### config.mk
export PLATFORM = sky130hd
export DESIGN_NAME = bru_q
export DESIGN_NICKNAME = d
export VERILOG_FILES = /design/src/rtl/bru_q.sv
export SDC_FILE = /design/constraint.sdc
export NUM_CORES = 1
export LEC_CHECK = 0
export CAP_MARGIN = 25
export CORE_ASPECT_RATIO = 0.75
export CORE_MARGIN = 2
export CORE_UTILIZATION = 53
export CTS_CLUSTER_SIZE = 8
export DETAILED_ROUTE_END_ITERATION = 16
export GPL_TIMING_DRIVEN = 0
export HOLD_SLACK_MARGIN = 0.02
export PLACE_DENSITY = 0.92
export SLEW_MARGIN = 20
export SYNTH_ARGS = -nofsm -noshare
export SYNTH_HDL_FRONTEND = slang
export SYNTH_SLANG_ARGS = --single-unit
### constraint.sdc
create_clock -name clk -period 9.11 [get_ports clk]
set_input_delay 1.822 -clock clk [delete_from_list [all_inputs] [get_ports clk]]
set_output_delay 1.822 -clock clk [all_outputs]
set_load 0.02 [all_outputs]
### src/rtl/bru_q.sv
// bru_q: branch resolve unit with prediction check, per-entry flush and an in-order result queue
module bru_q #(
  parameter int XLEN     = 32,
  parameter int DEPTH    = 2,
  parameter int BID_W    = 4,
  parameter int OP_W     = 5,
  parameter int RD_W     = 5,
  parameter int ETW_W    = 8,
  parameter int ADEL_BIT = 0
) (
  input  logic             clk,
  input  logic             rst,
  input  logic             s_valid,
  output logic             s_ready,
  input  logic [OP_W-1:0]  s_op,
  input  logic [XLEN-1:0]  s_a,
  input  logic [XLEN-1:0]  s_b,
  input  logic [XLEN-1:0]  s_pc,
  input  logic [25:0]      s_offset,
  input  logic [RD_W-1:0]  s_rd,
  input  logic             s_pred_taken,
  input  logic [XLEN-1:0]  s_pred_target,
  input  logic             s_is_delayslot,
  input  logic [BID_W-1:0] s_branch_id,
  input  logic [ETW_W-1:0] s_etw,
  output logic             m_valid,
  input  logic             m_ready,
  output logic [XLEN-1:0]  m_target,
  output logic             m_taken,
  output logic             m_mispredict,
  output logic [XLEN-1:0]  m_val,
  output logic [RD_W-1:0]  m_rd,
  output logic             m_rd_wen,
  output logic [XLEN-1:0]  m_pc,
  output logic             m_is_delayslot,
  output logic [BID_W-1:0] m_branch_id,
  output logic [ETW_W-1:0] m_etw,
  input  logic             flush_valid,
  input  logic             flush_kind,
  input  logic [BID_W-1:0] flush_branch_id,
  output logic             fwd_valid,
  output logic [XLEN-1:0]  fwd_val,
  output logic [RD_W-1:0]  fwd_rd,
  output logic [3:0]       fwd_byte_wen
);
  localparam logic [OP_W-1:0] FU_OP_BRU_J      = OP_W'(0);
  localparam logic [OP_W-1:0] FU_OP_BRU_JAL    = OP_W'(1);
  localparam logic [OP_W-1:0] FU_OP_BRU_JR     = OP_W'(2);
  localparam logic [OP_W-1:0] FU_OP_BRU_JALR   = OP_W'(3);
  localparam logic [OP_W-1:0] FU_OP_BRU_ERET   = OP_W'(4);
  localparam logic [OP_W-1:0] FU_OP_BRU_BEQ    = OP_W'(5);
  localparam logic [OP_W-1:0] FU_OP_BRU_BNE    = OP_W'(6);
  localparam logic [OP_W-1:0] FU_OP_BRU_BGEZ   = OP_W'(7);
  localparam logic [OP_W-1:0] FU_OP_BRU_BGEZAL = OP_W'(8);
  localparam logic [OP_W-1:0] FU_OP_BRU_BGTZ   = OP_W'(9);
  localparam logic [OP_W-1:0] FU_OP_BRU_BLEZ   = OP_W'(10);
  localparam logic [OP_W-1:0] FU_OP_BRU_BLTZ   = OP_W'(11);
  localparam logic [OP_W-1:0] FU_OP_BRU_BLTZAL = OP_W'(12);
  localparam int AW = $clog2(DEPTH);
  localparam int CW = AW + 1;

  typedef struct packed {
    logic [OP_W-1:0]  op;
    logic [XLEN-1:0]  a;
    logic [XLEN-1:0]  b;
    logic [XLEN-1:0]  pc;
    logic [XLEN-1:0]  ptgt;
    logic [25:0]      off;
    logic [RD_W-1:0]  rd;
    logic             pt;
    logic             ds;
    logic [BID_W-1:0] bid;
    logic [ETW_W-1:0] etw;
  } stg_t;

  typedef struct packed {
    logic [XLEN-1:0]  tgt;
    logic [XLEN-1:0]  val;
    logic [XLEN-1:0]  pc;
    logic             tkn;
    logic             mis;
    logic             wen;
    logic             ds;
    logic [RD_W-1:0]  rd;
    logic [BID_W-1:0] bid;
    logic [ETW_W-1:0] etw;
  } ent_t;

  stg_t             stg_q;
  logic             stg_v_q, stg_v_d;
  ent_t             q_mem_q [DEPTH];
  logic [DEPTH-1:0] q_v_q, q_v_d, q_kill;
  logic [AW-1:0]    head_q, head_d, tail_q, tail_d;
  logic [CW-1:0]    cnt_q, cnt_d;
  logic             s_kill, stg_kill, enq, deq, acc;
  logic [XLEN-1:0]  br_tgt;
  ent_t             res, hd, mo;

  assign s_kill   = flush_valid & (!flush_kind | (s_branch_id == flush_branch_id & !s_is_delayslot));
  assign stg_kill = stg_v_q & flush_valid & (!flush_kind | (stg_q.bid == flush_branch_id & !stg_q.ds));
  for (genvar i = 0; i < DEPTH; i++) begin : g_kill
    assign q_kill[i] = flush_valid & (!flush_kind | (q_mem_q[i].bid == flush_branch_id & !q_mem_q[i].ds));
  end

  assign br_tgt = stg_q.pc + XLEN'(4) + {{(XLEN-18){stg_q.off[15]}}, stg_q.off[15:0], 2'b00};

  always_comb begin
    res     = '0;
    res.val = stg_q.pc + XLEN'(8);
    res.pc  = stg_q.pc;
    res.rd  = stg_q.rd;
    res.ds  = stg_q.ds;
    res.bid = stg_q.bid;
    case (stg_q.op)
      FU_OP_BRU_J, FU_OP_BRU_JAL: begin
        res.tgt = {stg_q.pc[XLEN-1:28], stg_q.off, 2'b00};
        res.tkn = 1'b1;
      end
      FU_OP_BRU_JR, FU_OP_BRU_JALR, FU_OP_BRU_ERET: begin
        res.tgt = stg_q.a;
        res.tkn = 1'b1;
      end
      FU_OP_BRU_BEQ:                     begin res.tgt = br_tgt; res.tkn = stg_q.a == stg_q.b; end
      FU_OP_BRU_BNE:                     begin res.tgt = br_tgt; res.tkn = stg_q.a != stg_q.b; end
      FU_OP_BRU_BGEZ, FU_OP_BRU_BGEZAL: begin res.tgt = br_tgt; res.tkn = !stg_q.a[XLEN-1]; end
      FU_OP_BRU_BGTZ:                    begin res.tgt = br_tgt; res.tkn = !stg_q.a[XLEN-1] & (stg_q.a != '0); end
      FU_OP_BRU_BLEZ:                    begin res.tgt = br_tgt; res.tkn = stg_q.a[XLEN-1] | (stg_q.a == '0); end
      FU_OP_BRU_BLTZ, FU_OP_BRU_BLTZAL: begin res.tgt = br_tgt; res.tkn = stg_q.a[XLEN-1]; end
      default: ;
    endcase
    res.wen = stg_q.op inside {FU_OP_BRU_JAL, FU_OP_BRU_JALR, FU_OP_BRU_BGEZAL, FU_OP_BRU_BLTZAL};
    res.mis = (res.tkn != stg_q.pt) | (res.tkn & (res.tgt != stg_q.ptgt));
    res.etw = stg_q.etw | (ETW_W'(res.tkn & (res.tgt[1:0] != 2'b00)) << ADEL_BIT);
  end

  // a killed head slot is never presented, so it cannot handshake on the cycle it dies
  assign hd      = q_mem_q[head_q];
  assign m_valid = q_v_q[head_q] & !q_kill[head_q];
  assign deq     = (m_valid & m_ready) | ((cnt_q != '0) & !q_v_q[head_q]);
  assign enq     = stg_v_q & !stg_kill & ((cnt_q < CW'(DEPTH)) | (m_valid & m_ready));
  assign s_ready = !stg_v_q | enq;
  assign acc     = s_valid & s_ready & !s_kill;
  assign stg_v_d = acc | (stg_v_q & !enq & !stg_kill);
  assign head_d  = deq ? head_q + AW'(1) : head_q;
  assign tail_d  = enq ? tail_q + AW'(1) : tail_q;
  assign cnt_d   = cnt_q + CW'(enq) - CW'(deq);

  always_comb begin
    q_v_d = q_v_q & ~q_kill;
    if (deq) q_v_d[head_q] = 1'b0;
    if (enq) q_v_d[tail_q] = 1'b1;
  end

  always_ff @(posedge clk or negedge rst) begin
    if (!rst) begin
      stg_v_q <= 1'b0;
      q_v_q   <= '0;
      head_q  <= '0;
      tail_q  <= '0;
      cnt_q   <= '0;
    end else begin
      stg_v_q <= stg_v_d;
      q_v_q   <= q_v_d;
      head_q  <= head_d;
      tail_q  <= tail_d;
      cnt_q   <= cnt_d;
    end
  end

  always_ff @(posedge clk) begin
    if (acc) stg_q <= '{op: s_op, a: s_a, b: s_b, pc: s_pc, ptgt: s_pred_target, off: s_offset,
                        rd: s_rd, pt: s_pred_taken, ds: s_is_delayslot, bid: s_branch_id, etw: s_etw};
    if (enq) q_mem_q[tail_q] <= res;
  end

  assign mo             = m_valid ? hd : '0;
  assign m_target       = mo.tgt;
  assign m_taken        = mo.tkn;
  assign m_mispredict   = mo.mis;
  assign m_val          = mo.val;
  assign m_rd           = mo.rd;
  assign m_rd_wen       = mo.wen;
  assign m_pc           = mo.pc;
  assign m_is_delayslot = mo.ds;
  assign m_branch_id    = mo.bid;
  assign m_etw          = mo.etw;

  assign fwd_valid    = stg_v_q & !stg_kill;
  assign fwd_val      = fwd_valid ? res.val : '0;
  assign fwd_rd       = fwd_valid ? res.rd : '0;
  assign fwd_byte_wen = {4{fwd_valid & res.wen}};
endmodule

After elaboration in Yosys (flattened, before gate mapping)
Memory sizes are Yosys's and may differ from the RTL's.
Cells that the tools add are included.
Storage, ports and cells
  register bits: 185
  RAM bits: 234
  bits of input ports: 188
  output and inout port bits: 161
  logic and storage cells: 130
  memories: 1
Operators by class
  $add $sub $neg: 7
  magnitude comparators: 5
  eq/ne operators: 20
  mux-type cells: 17
  bitwise operators: 38
  reductions and logical operators: 26
Memory list
  q_mem_q: depth 2, width 117, rd ports 3, clocked after Yosys merged registers in 0, write ports 1, line 91  | ent_t q_mem_q [DEPTH];
Operator list (count)
  $mux W117: 1
  $pmux W32 S3: 1
  $ne A32 B32 Y1: 2
  $add A32 B3 Y32 const B: 1
  $add A32 B32 Y32: 1
  $add A32 B4 Y32 const B: 1
  $eq A32 B32 Y1: 1
  $logic_not A32 Y1: 1
  $mux W32: 1
  $reduce_bool A32 Y1: 1
  $eq A5 B4 Y1 const B: 5
  $and A1 B1 Y1: 22
  $eq A5 B3 Y1 const B: 4
  $eq A4 B4 Y1: 4
  $logic_not A1 Y1: 12
  $eq A5 B2 Y1 const B: 2
  $or A1 B1 Y1: 10
  $mux W1: 8
  $or A8 B1 Y8: 1
  $reduce_or A8 Y1: 1
  $pmux W1 S7: 1
  $reduce_or A2 Y1: 3
  $eq A5 B1 Y1 const B: 1
  $logic_not A5 Y1: 1
  18 further kinds: 27

Depth between registers and ports, before layout
Gate-level depths: netlist of the first run.
  depth after elaboration: 15
  gate-level depth with buffers: 16

Worst setup path before layout of the first run
Ideal clock, no wire load.
  path kind: input-to-reg
  start point: input flush_branch_id[0]
  end point: memory q_mem_q[0][0] in the netlist's numbering (enable)
  arrival time: 7.871 ns
  required time: 8.521 ns
  setup slack: 0.650 ns
  cell stages on the path: 9
  path through: clkbuf_1 > xnor2_1 > nand3_1 > o31ai_1 > a211oi_1 > o21ai_0 > nand2_1 > nand2_1 > nor2_1
Between the ends
  word-level cells in the longest chain between the ends: 13
  elaborated cells between the ends (all ways): 23
  classes of those cells: eq/ne (3); mux (4); bitwise (14); reduce/logical (2)
Ends and longest elaborated chain
  start: declaration: line 40  | input logic [BID_W-1:0] flush_branch_id,
  $eq A4 B4 Y1: line 102  | assign q_kill[i] = flush_valid & (!flush_kind | (q_mem_q[i].bid == flush_branch_id & !q_mem_q[i].ds));
  $and A1 B1 Y1: line 102
  $or A1 B1 Y1: line 102
  $and A1 B1 Y1: line 102
  $mux W1 (implied by the code) (2 in a row): line 138  | assign m_valid = q_v_q[head_q] & !q_kill[head_q];
  $logic_not A1 Y1: line 138
  $and A1 B1 Y1: line 138
  $and A1 B1 Y1: line 140  | assign enq = stg_v_q & !stg_kill & ((cnt_q < CW'(DEPTH)) | (m_valid & m_ready));
  $or A1 B1 Y1: line 140
  $and A1 B1 Y1 (*): line 140
  $mux W1 (*): line 173  | if (enq) q_mem_q[tail_q] <= res;
  $mux W1 (implied by the code) (*): line 173
  end: declaration: line 91
Every way passes the cells marked *; elsewhere a longest branch is shown, timed or not. The select of a mux whose other input is x is not followed.

Worst setup path after layout of the first run
  start point: input flush_branch_id[1]
  end point: output m_target[6]
Between the ends
  word-level cells in the longest chain between the ends: 9
  elaborated cells between the ends (all ways): 13
  classes of those cells: eq/ne (2); mux (3); bitwise (7); reduce/logical (1)
Ends and longest elaborated chain
  $eq A4 B4 Y1: line 102
  $and A1 B1 Y1: line 102
  $or A1 B1 Y1: line 102
  $and A1 B1 Y1: line 102
  $mux W1 (implied by the code) (*) (2 in a row): line 138
  $logic_not A1 Y1 (*): line 138
  $and A1 B1 Y1 (*): line 138
  $mux W117 (*): line 176  | assign mo = m_valid ? hd : '0;
  end: declaration: line 28  | output logic [XLEN-1:0] m_target,
Marked as above.

==> flow_metrics.env, run 1 <==
export IMPL_start_util=0.5374
export IMPL_min_path_cells=0
export IMPL_power_frac_seq=0.406
export IMPL_max_freq_ghz=0.1328
export IMPL_gp_congestion=0.9110
export IMPL_relSlewSlack=0.3246
export IMPL_syn_inst=1307
export IMPL_cp_slowest_cell="clkbuf_1"
export IMPL_ys_warn_count=0
export IMPL_synth_async_reset_ratio=0.01695
export IMPL_hold_viol_final=0
export IMPL_clock_path_buffers=3
export IMPL_endpoint_kind="primary output"
export IMPL_pre_cts_ws_ps=1689
export IMPL_synth_top_area_share=0.6538
export IMPL_postPlaceCellArea_mm2=0.02298
export IMPL_worstPathArrival_ps=5710
export IMPL_peakVddDrop_mv=0.1533
export IMPL_outcome="finished clean"
export IMPL_grt_pass1_wl_um=82680
export IMPL_dieArea_mm2=0.03671
export IMPL_rsz0062_at_grt="no"
export IMPL_core_area_mm2=0.03470
export IMPL_cp_start_kind="input pin"
export IMPL_syn_cell_area_mm2=0.01865
export IMPL_fin_area_mm2=0.02454
export IMPL_via_per_inst=6.188
export IMPL_drv_slew=0
export IMPL_grt_total_usage=0.3050
export IMPL_yosysSeqAreaShare=0.6632
export IMPL_worst_hold_path_type="reg -> reg"
export IMPL_synth_area_leaders="edfxtp_1 (65%), a22o_1 (4.7%), ha_1 (4.0%)"
export IMPL_wire_per_inst_um=25.47
export IMPL_io_pins=349
export IMPL_r2r_start="res[24]$_DFFE_PP_"
export IMPL_first_global_vias=13730
export IMPL_htreeDepth=2
export IMPL_synth_seq_cells=413
export IMPL_synthToLayoutAreaGrowth_pct=31.58
export IMPL_fin_crit_sh=0.8266
export IMPL_worstPathMaxFanout=10
export IMPL_intPower_mw=4.496
export IMPL_drc_errors=0
export IMPL_fillerInstances=2250
export IMPL_path_common_cell="clkdlybuf4s50_1"
export IMPL_overflow=0
export IMPL_drt_iter0_markers=1523
export IMPL_grt_max_degree=57
export IMPL_fin_nets=1973
export IMPL_crit_chain="clkdlybuf4s50_1, xnor2_1, nand3_1, o31ai_1, a211oi_1, clkbuf_1, buf_1, a22o_1, clkdlybuf4s50_1"
export IMPL_die_y_um=166.4
export IMPL_maxCapViolCount=0
export IMPL_reg2reg_to="q_mem_q[0][19]$_DFFE_PP_"
export IMPL_clk_pin_slew_ps=50
export IMPL_place_hpwl_um=40790
export IMPL_yosys_area_top_type="edfxtp_1"
export IMPL_clk_latency_ps=580
export IMPL_cts_setup_buffers=0
export IMPL_pwr_share_clk=0.281
export IMPL_p_switching_mw=2.174
export IMPL_cts_sinks=413
export IMPL_numPortBuffers=346
export IMPL_hold_start="stg_q[6]$_DFFE_PP_"
export IMPL_crit_required_ps=7290
export IMPL_antenna_found_initial=6
export IMPL_swShare=0.3259
export IMPL_finalWorstSetupSlack_ps=1580
export IMPL_r2r_cells=13
export IMPL_min_to="q_mem_q[0][6]$_DFFE_PP_"
export IMPL_yosysMostFrequentCell="edfxtp_1"
export IMPL_fin_crit_ps=7530
export IMPL_synth_edff_count=406
export IMPL_regToRegSetupSlack_ps=3780
export IMPL_synth_nets=1556
export IMPL_std_cell_rows=59
export IMPL_clock_skew_ps=13.96
export IMPL_synth_avg_cell_area_um2=14.27
export IMPL_synth_flop_cell="edfxtp_1"
export IMPL_ant_nets=0
export IMPL_drt_first_pass_iters=5
export IMPL_cts_root_buffer="clkbuf_16"
export IMPL_cts_hold_fix_buffers=0
export IMPL_netlist_top_cells_count="edfxtp_1 (406), a22o_1 (99), xnor2_1 (83)"
export IMPL_worst_slew_pin_slew_ps=1004
export IMPL_p_comb_frac=0.313
export IMPL_finalWirelength_um=56080
export IMPL_powerDensity_mw_per_mm2=271.8
export IMPL_die_w_um=220.6
export IMPL_cts_resized=0
export IMPL_p_leak_nw=8.682
export IMPL_final_core_util=0.7072
export IMPL_cts_tree="yes"
export IMPL_timing_hold_ws_ps=457.8
export IMPL_ys_types=70
export IMPL_max_stage_delay_ps=790
export IMPL_vias=13630
export IMPL_cts_made_buffers=57
export IMPL_finalSetupViolCount=0
export IMPL_final_setup_tns_ps=0
export IMPL_critical_path_class="in -> out"
export IMPL_drive_above_1_share=0.05805
critical path: cells and delay by family:
| family | cells | cell delay, ps |
|---|---|---|
| buffers and inverters | 4 | 2670 |
| AND/OR/NAND/NOR | 1 | 100 |
| XOR/XNOR | 1 | 120 |
| AO/OA/AOI/OAI | 3 | 980 |
final cells by class:
cell class / instances / area [µm²] / area share
Sequential cell: 413 / 12370 / 0.5040
Tap cell: 457 / 571.8 / 0.02330
Buffer: 67 / 294.0 / 0.01198
Clock inverter: 3 / 40.04 / 0.001632
Antenna cell: 5 / 12.51 / 0.0005099
Clock buffer: 72 / 1504 / 0.06130
Inverter: 34 / 127.6 / 0.005201
Multi-Input combinational cell: 793 / 5878 / 0.2396
Timing Repair Buffer: 358 / 3741 / 0.1525
stage by stage:
| stage | power [mW] | instances |
|---|---|---|
| 6_report | 6.670 | 2202 |
| 5_1_grt | 6.934 | 2201 |
| 4_1_cts | 6.668 | 2197 |
| 3_5_place_dp | 4.781 | 2122 |
| 3_3_place_gp | 4.731 | 2110 |
| 2_1_floorplan | 3.908 | 1307 |
kinds of logic after synthesis:
| kind of cell | count (synthesis) | share of synthesized area |
|---|---|---|
| simple gates | 307 | 0.08790 |
| xor+xnor | 114 | 0.05355 |
| flops | 413 | 0.6632 |
| fa+ha+maj | 61 | 0.04133 |
| compound gates | 278 | 0.1134 |
| buf+inv | 101 | 0.02261 |
| mux | 33 | 0.01798 |
worst max path at each step:
stage                  startpoint                  endpoint  slack [ps]  cells after the start
6_report       flush_branch_id[1]               m_target[6]        1580                      9
5_1_grt        flush_branch_id[1]               m_target[6]        1410                      9
4_1_cts        flush_branch_id[1]               m_target[6]        1660                      9
3_5_place_dp   flush_branch_id[1]               m_target[6]        1690                      9
3_3_place_gp   flush_branch_id[2]  q_mem_q[0][86]$_DFFE_PP_       -2730                      9
2_1_floorplan  flush_branch_id[0]   q_mem_q[0][0]$_DFFE_PP_         650                      9
flip-flops by register name (all words and copies together) (netlist names):
name and cells:
q_mem_q 228, tail_q 1, cnt_q 2, stg_q 136
head_q 1, res 42, q_v_q 2, stg_v_q 1
per-layer routing:
metal,vias to the layer above,global-route usage,part of all wire
li1,5924,-,-
met1,6703,0.4124,0.39
met2,845,0.4743,0.46
met3,154,0.07799,0.11
met4,0,0.1223,0.043
met5,-,0,0
power groups by stage:
stage               sequential [mW]  combinational [mW]  clock (mW)
global route                   2.72                2.23        1.98
CTS                            2.70                2.08        1.89
floorplan                      2.70                1.20           0
global placement               2.81                1.92           0
finish                         2.70                2.09        1.87
detailed placement             2.73                2.06           0
layout by cell type, fill, tap and decap left out, types with 24 or more instances in the layout:
| cell | count |
|---|---|
| edfxtp_1 | 406 |
| clkdlybuf4s50_1 | 346 |
| a22o_1 | 99 |
| xnor2_1 | 83 |
| clkbuf_1 | 63 |
| nor2_1 | 63 |
| ha_1 | 60 |
| clkbuf_16 | 58 |
| nand2_1 | 52 |
| and3_1 | 40 |
| inv_1 | 34 |
| a21oi_1 | 32 |
| mux2i_1 | 32 |
| xor2_1 | 31 |
| o21ai_0 | 31 |
| nand3_1 | 24 |
| nand4_1 | 24 |
No activity file was read; power rests on OpenSTA's default activity.
==> run 2: changes to the inputs <==
CORE_UTILIZATION = 48   (was 53)
PLACE_DENSITY = 0.88   (was 0.92)
clock period = 6.29 ns   (was 9.11 ns; I/O delays follow)
==> run 2 against run 1 <==
Effect of this change: clock-buffer cell count down 4; cell area is 0.49% higher; worst hold slack worse by 15 ps; core utilization fell by 6.4 points; critical path depth did not move; critical path type unchanged.
==> flow_metrics.env, run 2 (synthesis gave the netlist of run 1 again) <==
export IMPL_outcome="finished clean"
export IMPL_clk_latency_ps=590
export IMPL_rsz0062_at_grt="no"
export IMPL_fin_nets=1975
export IMPL_wire_per_inst_um=24.31
export IMPL_drv_slew=0
export IMPL_first_global_vias=13290
export IMPL_final_setup_tns_ps=0
export IMPL_crit_required_ps=5030
export IMPL_antenna_found_initial=7
export IMPL_relSlewSlack=0.3160
export IMPL_io_pins=349
export IMPL_cts_made_buffers=57
export IMPL_drive_above_1_share=0.06153
export IMPL_worstPathArrival_ps=4830
export IMPL_endpoint_kind="primary output"
export IMPL_dieArea_mm2=0.04046
export IMPL_std_cell_rows=62
export IMPL_cts_hold_fix_buffers=0
export IMPL_worst_slew_pin_slew_ps=1026
export IMPL_die_w_um=231.6
export IMPL_grt_max_degree=56
export IMPL_finalSetupViolCount=0
export IMPL_place_hpwl_um=40820
export IMPL_synthToLayoutAreaGrowth_pct=32.23
export IMPL_worstPathMaxFanout=10
export IMPL_cts_setup_buffers=0
export IMPL_numPortBuffers=346
export IMPL_max_freq_ghz=0.1642
export IMPL_critical_path_class="in -> out"
export IMPL_core_area_mm2=0.03832
export IMPL_cts_tree="yes"
export IMPL_clock_skew_ps=19.44
export IMPL_r2r_cells=13
export IMPL_largest_register_ffs=228
export IMPL_powerDensity_mw_per_mm2=391.6
export IMPL_hold_viol_final=0
export IMPL_drt_first_pass_iters=6
export IMPL_clock_path_buffers=3
export IMPL_final_common_cell="edfxtp_1"
export IMPL_clk_pin_slew_ps=50
export IMPL_cp_start_kind="input pin"
export IMPL_p_leak_nw=8.714
export IMPL_mostFrequentLayoutCells="edfxtp_1 (406), clkdlybuf4s50_1 (346), a22o_1 (99)"
export IMPL_start_util=0.4866
export IMPL_ant_nets=0
export IMPL_grt_total_usage=0.2698
export IMPL_placed_cells=2179
export IMPL_cts_sinks=413
export IMPL_top_register="q_mem_q"
export IMPL_finalNonFillerCells=2255
export IMPL_drt_iter0_markers=1322
export IMPL_fillerInstances=2715
export IMPL_overflow=0
export IMPL_peakVddDrop_mv=0.2612
export IMPL_worst_hold_path_type="reg -> reg"
export IMPL_cts_root_buffer="clkbuf_16"
export IMPL_finalWirelength_um=54830
export IMPL_htreeDepth=2
export IMPL_grt_pass1_wl_um=80900
export IMPL_maxCapViolCount=0
export IMPL_fin_area_mm2=0.02466
export IMPL_min_path_cells=0
export IMPL_die_y_um=174.7
export IMPL_vias=13270
export IMPL_fin_crit_sh=0.9682
export IMPL_drc_errors=0
export IMPL_via_per_inst=5.886
export IMPL_postPlaceCellArea_mm2=0.02310
export IMPL_gp_congestion=0.9040
export IMPL_fin_crit_ps=6090
-- run 2: cell types whose count changed in the layout (fill, tap and decap cells not counted) --
cell       previous run  this run
clkinv_16             0         1
diode_2               5         4
clkbuf_16            58        57
clkbuf_1             63        57
clkinv_1              1         0
clkinv_2              0         1
clkbuf_2              0         3
buf_16                5         7
-- run 2: worst paths after layout --
check                                    start                       end  slack (ps)
setup / recovery            flush_branch_id[1]               m_target[0]         200
hold / removal              stg_q[1]$_DFFE_PP_   q_mem_q[1][1]$_DFFE_PP_         440
setup reg to reg           stg_q[34]$_DFFE_PP_  q_mem_q[1][19]$_DFFE_PP_        1580
hold reg to reg             stg_q[1]$_DFFE_PP_   q_mem_q[1][1]$_DFFE_PP_         440
max in group asynchronous                  rst        cnt_q[1]$_DFF_PN0_        5100
min in group asynchronous                  rst        q_v_q[1]$_DFF_PN0_         940
-- run 2: layer usage --
| layer | vias up | global-route usage | part of all wire |
|---|---|---|---|
| met1 | 6432 | 0.3693 | 0.40 |
| met5 | - | 0 | 0.00077 |
| met2 | 757 | 0.4153 | 0.46 |
| met3 | 148 | 0.06625 | 0.10 |
| met4 | 6 | 0.1092 | 0.039 |
| li1 | 5929 | - | - |
-- run 2: area by class of cell --
type / count / area, µm² / share of cell area
sequential: 413 / 12370 / 0.5016
timing repair buffer: 360 / 3796 / 0.1540
tap: 512 / 640.6 / 0.02598
buffer: 67 / 297.8 / 0.01208
clock inverter: 4 / 71.32 / 0.002893
inverter: 34 / 127.6 / 0.005176
clock buffer: 68 / 1468 / 0.05953
antenna: 4 / 10.01 / 0.0004060
multi-input combinational: 793 / 5878 / 0.2384
-- run 2: metrics by stage --
step	setup slack, ps	power, mW	utilization	hold slack, ps
2_1_floorplan	-1606	5.638	-	421.5
3_3_place_gp	-5186	6.855	0.5937	424.6
3_5_place_dp	-36.08	6.953	0.6029	432.9
4_1_cts	176.2	9.684	0.6431	444.7
5_1_grt	30.82	10.06	0.6432	449.0
6_report	200.2	9.656	0.6434	442.6
-- run 2: critical path, stage by stage --
cell             delay [ps]
clkdlybuf4s50_1         590
xnor2_1                 110
nand3_1                 130
o31ai_1                 110
a211oi_1                560
clkbuf_2                470
buf_1                   650
a22o_1                  310
clkdlybuf4s50_1         640
-- run 2: timing repair --
| action | CTS | global route |
|---|---|---|
| endpoints found under the setup margin | 7 | 6 |
| resized for setup | 2 | 3 |
| cloned | 0 | 0 |
| pin swaps | 0 | 0 |
-- run 2: power by group --
part	total [mW]	switching, mW	internal, mW	leakage, nW
clock network	2.71	1.09	1.61	0.747
registers	3.91	0.277	3.63	3.84
logic	3.04	1.79	1.25	4.12
total	9.66	3.16	6.50	8.71
==> run 3: changes to the inputs <==
ABC_AREA = 1   (was unset)
CORE_ASPECT_RATIO = 1.1   (was 0.75)
PLACE_DENSITY = 0.87   (was 0.88)
TNS_END_PERCENT = 100   (was unset)
==> run 3 against run 2 <==
Effect of this change: cell count rose by 33%; worst hold slack improved by 12 ps; sequential share of layout area fell by 2.8 points; routed wire length rose by 8.0%; die area rose by 7.5%; cell area rose by 5.9%; critical path depth rose by 2; synthesized area rose by 7.7%; global-route usage rose by 0.34 points.
==> flow_metrics.env, run 3 <==
export IMPL_final_common_cell="nand2_1"
export IMPL_synth_top_area_share=0.6073
export IMPL_final_core_util=0.6325
export IMPL_drc_errors=0
export IMPL_cts_made_buffers=57
export IMPL_clk_pin_slew_ps=50
export IMPL_p_total_mw=11.41
export IMPL_overflow=0
export IMPL_max_freq_ghz=0.1678
export IMPL_fin_crit_sh=0.9475
export IMPL_wire_per_inst_um=19.78
export IMPL_outcome="finished clean"
export IMPL_grt_total_usage=0.2732
export IMPL_regToRegSetupSlack_ps=2260
export IMPL_grt_max_degree=42
export IMPL_largest_register_ffs=228
export IMPL_cts_root_buffer="clkbuf_16"
export IMPL_p_switching_mw=4.333
export IMPL_yosys_area_top_type="edfxtp_1"
export IMPL_std_cell_rows=78
export IMPL_synth_avg_cell_area_um2=10.09
export IMPL_swShare=0.3797
export IMPL_relSlewSlack=0.3544
export IMPL_hold_start="stg_q[1]$_DFFE_PP_"
export IMPL_numPortBuffers=347
export IMPL_htreeDepth=2
export IMPL_ys_types=53
export IMPL_min_path_cells=0
export IMPL_rsz0062_at_grt="no"
export IMPL_drt_first_pass_iters=5
export IMPL_crit_buf_inv=5
export IMPL_drv_slew=0
export IMPL_synth_seq_cells=413
export IMPL_endpoint_kind="primary output"
export IMPL_synth_nets=2238
export IMPL_via_per_inst=5.312
export IMPL_drive_above_1_share=0.06598
export IMPL_p_comb_frac=0.405
export IMPL_finalWirelength_um=59200
export IMPL_top_register="q_mem_q"
export IMPL_gp_congestion=0.9288
export IMPL_io_pins=349
export IMPL_worstPathArrival_ps=4700
export IMPL_crit_chain="clkdlybuf4s50_1, inv_1, or2_2, nand3_1, o41ai_1, nand3_1, nand2_1, clkbuf_1, clkbuf_1, nor2_1, clkdlybuf4s50_1"
export IMPL_pre_cts_ws_ps=106.2
export IMPL_first_global_vias=15940
export IMPL_mostFrequentLayoutCells="nand2_1 (621), edfxtp_1 (406), clkdlybuf4s50_1 (347)"
export IMPL_fin_crit_ps=5959
export IMPL_place_hpwl_um=44670
export IMPL_crit_required_ps=5030
export IMPL_crit_family="buffers and inverters"
export IMPL_peakVddDrop_mv=0.3424
export IMPL_multiInputGateArea_mm2=0.006504
export IMPL_fillerInstances=3118
export IMPL_yosysSeqAreaShare=0.6161
export IMPL_cts_sinks=413
export IMPL_worst_slew_pin_slew_ps=968.4
export IMPL_cp_slowest_cell="clkbuf_1"
export IMPL_syn_inst=1989
export IMPL_worstPathMaxFanout=10
export IMPL_vias=15900
export IMPL_r2r_cells=18
export IMPL_max_stage_delay_ps=670
export IMPL_min_to="q_mem_q[1][1]$_DFFE_PP_"
export IMPL_syn_cell_area_mm2=0.02007
export IMPL_synthToLayoutAreaGrowth_pct=30.08
export IMPL_core_area_mm2=0.04128
export IMPL_cts_hold_fix_buffers=0
export IMPL_finalWorstSetupSlack_ps=330.5
export IMPL_pwr_share_clk=0.237
export IMPL_cts_setup_buffers=0
export IMPL_ant_nets=0
export IMPL_clk_latency_ps=610
export IMPL_cts_tree="yes"
export IMPL_drt_iter0_markers=1308
export IMPL_critical_path_class="in -> out"
export IMPL_timing_hold_ws_ps=454.7
export IMPL_antenna_found_initial=8
export IMPL_dieArea_mm2=0.04348
export IMPL_die_y_um=218.5
export IMPL_synth_area_leaders="edfxtp_1 (61%), nand2_1 (12%), inv_1 (4.3%)"
export IMPL_maxCapViolCount=0
export IMPL_synth_flop_cell="edfxtp_1"
export IMPL_power_frac_seq=0.358
export IMPL_fin_nets=2658
export IMPL_netlist_top_cells_count="nand2_1 (621), edfxtp_1 (406), inv_1 (230)"
export IMPL_die_w_um=199.0
export IMPL_worst_hold_path_type="reg -> reg"
export IMPL_yosysMostFrequentCell="nand2_1"
export IMPL_cp_start_kind="input pin"
export IMPL_hold_viol_final=0
export IMPL_clock_path_buffers=3
export IMPL_cts_resized=0
export IMPL_seq_area_mm2=0.01237
export IMPL_start_util=0.4863
export IMPL_r2r_start="stg_q[34]$_DFFE_PP_"
export IMPL_synth_async_reset_ratio=0.01695
export IMPL_synth_edff_count=406
export IMPL_ys_warn_count=0
export IMPL_clock_skew_ps=30.89
export IMPL_p_leak_nw=10.46
export IMPL_intPower_mw=7.078
export IMPL_powerDensity_mw_per_mm2=437.0
export IMPL_grt_pass1_wl_um=88310
export IMPL_finalSetupViolCount=0
export IMPL_reg2reg_to="q_mem_q[0][19]$_DFFE_PP_"
## run 3: cell types whose count changed in the layout (fill, tap and decap cells not counted), sizes merged, moves of 40 or more
cell,delta
and3,-40
a21oi,+114
nand3,+69
inv,+210
nand2,+582
a22o,-87
xnor2,-41
nor2,+90
## run 3: per-stage QoR
| stage | setup TNS, ps | instances | cell area, µm² |
|---|---|---|---|
| after floorplan | -318080 | 1989 | 20080 |
| after global placement | -1318090 | 2896 | 24250 |
| after detailed placement | 0 | 2910 | 24570 |
| after CTS | 0 | 2985 | 26090 |
| after global routing | 0 | 2993 | 26110 |
| final | 0 | 2993 | 26110 |
## run 3: layout make-up
type	instances	share of cell area
plain buffers	58	0.01160
inverters	243	0.03527
clock inverters	4	0.001629
clock buffers	71	0.05664
repair buffers	361	0.1446
well taps	560	0.02683
multi-input cells	1275	0.2491
flip-flops and latches	413	0.4736
diodes	8	0.0007667
## run 3: how the worst max path moves through the flow
stage	startpoint	to	slack [ps]	cells after the start
6_report	flush_branch_id[0]	fwd_val[29]	330	11
5_1_grt	flush_branch_id[0]	fwd_val[29]	190	11
4_1_cts	flush_branch_id[3]	m_val[1]	90	14
3_5_place_dp	flush_branch_id[3]	m_val[1]	110	14
3_3_place_gp	flush_branch_id[0]	q_mem_q[1][112]$_DFFE_PP_	-4800	12
2_1_floorplan	flush_branch_id[0]	q_mem_q[1][0]$_DFFE_PP_	-1390	11
## run 3: layer usage
layer  GRT usage  vias up  wire length, µm
li1            -     7464                -
met1      0.3344     7504            22840
met2      0.4780      790            29800
met3     0.03889      141             4148
met4      0.1254        0             2413
met5           0        -                0
## run 3: logic make-up (layout without fill, tap and decap cells)
family,after synthesis,in the layout,synth area share
compound gates,198,198,0.05553
buf+inv,301,737,0.06071
fa+ha+maj,61,61,0.03839
other cells,0,8,0
xor+xnor,69,69,0.03010
flops,413,413,0.6161
simple gates,947,947,0.1992
## run 3: power groups by stage
stage,Sequential (mW),Combinational (mW),Clock (mW)
2_1_floorplan,4.10,2.58,0
3_3_place_gp,4.25,4.31,0
3_5_place_dp,4.12,4.57,0
4_1_cts,4.08,4.61,2.74
5_1_grt,4.13,4.99,2.85
6_report,4.09,4.62,2.71
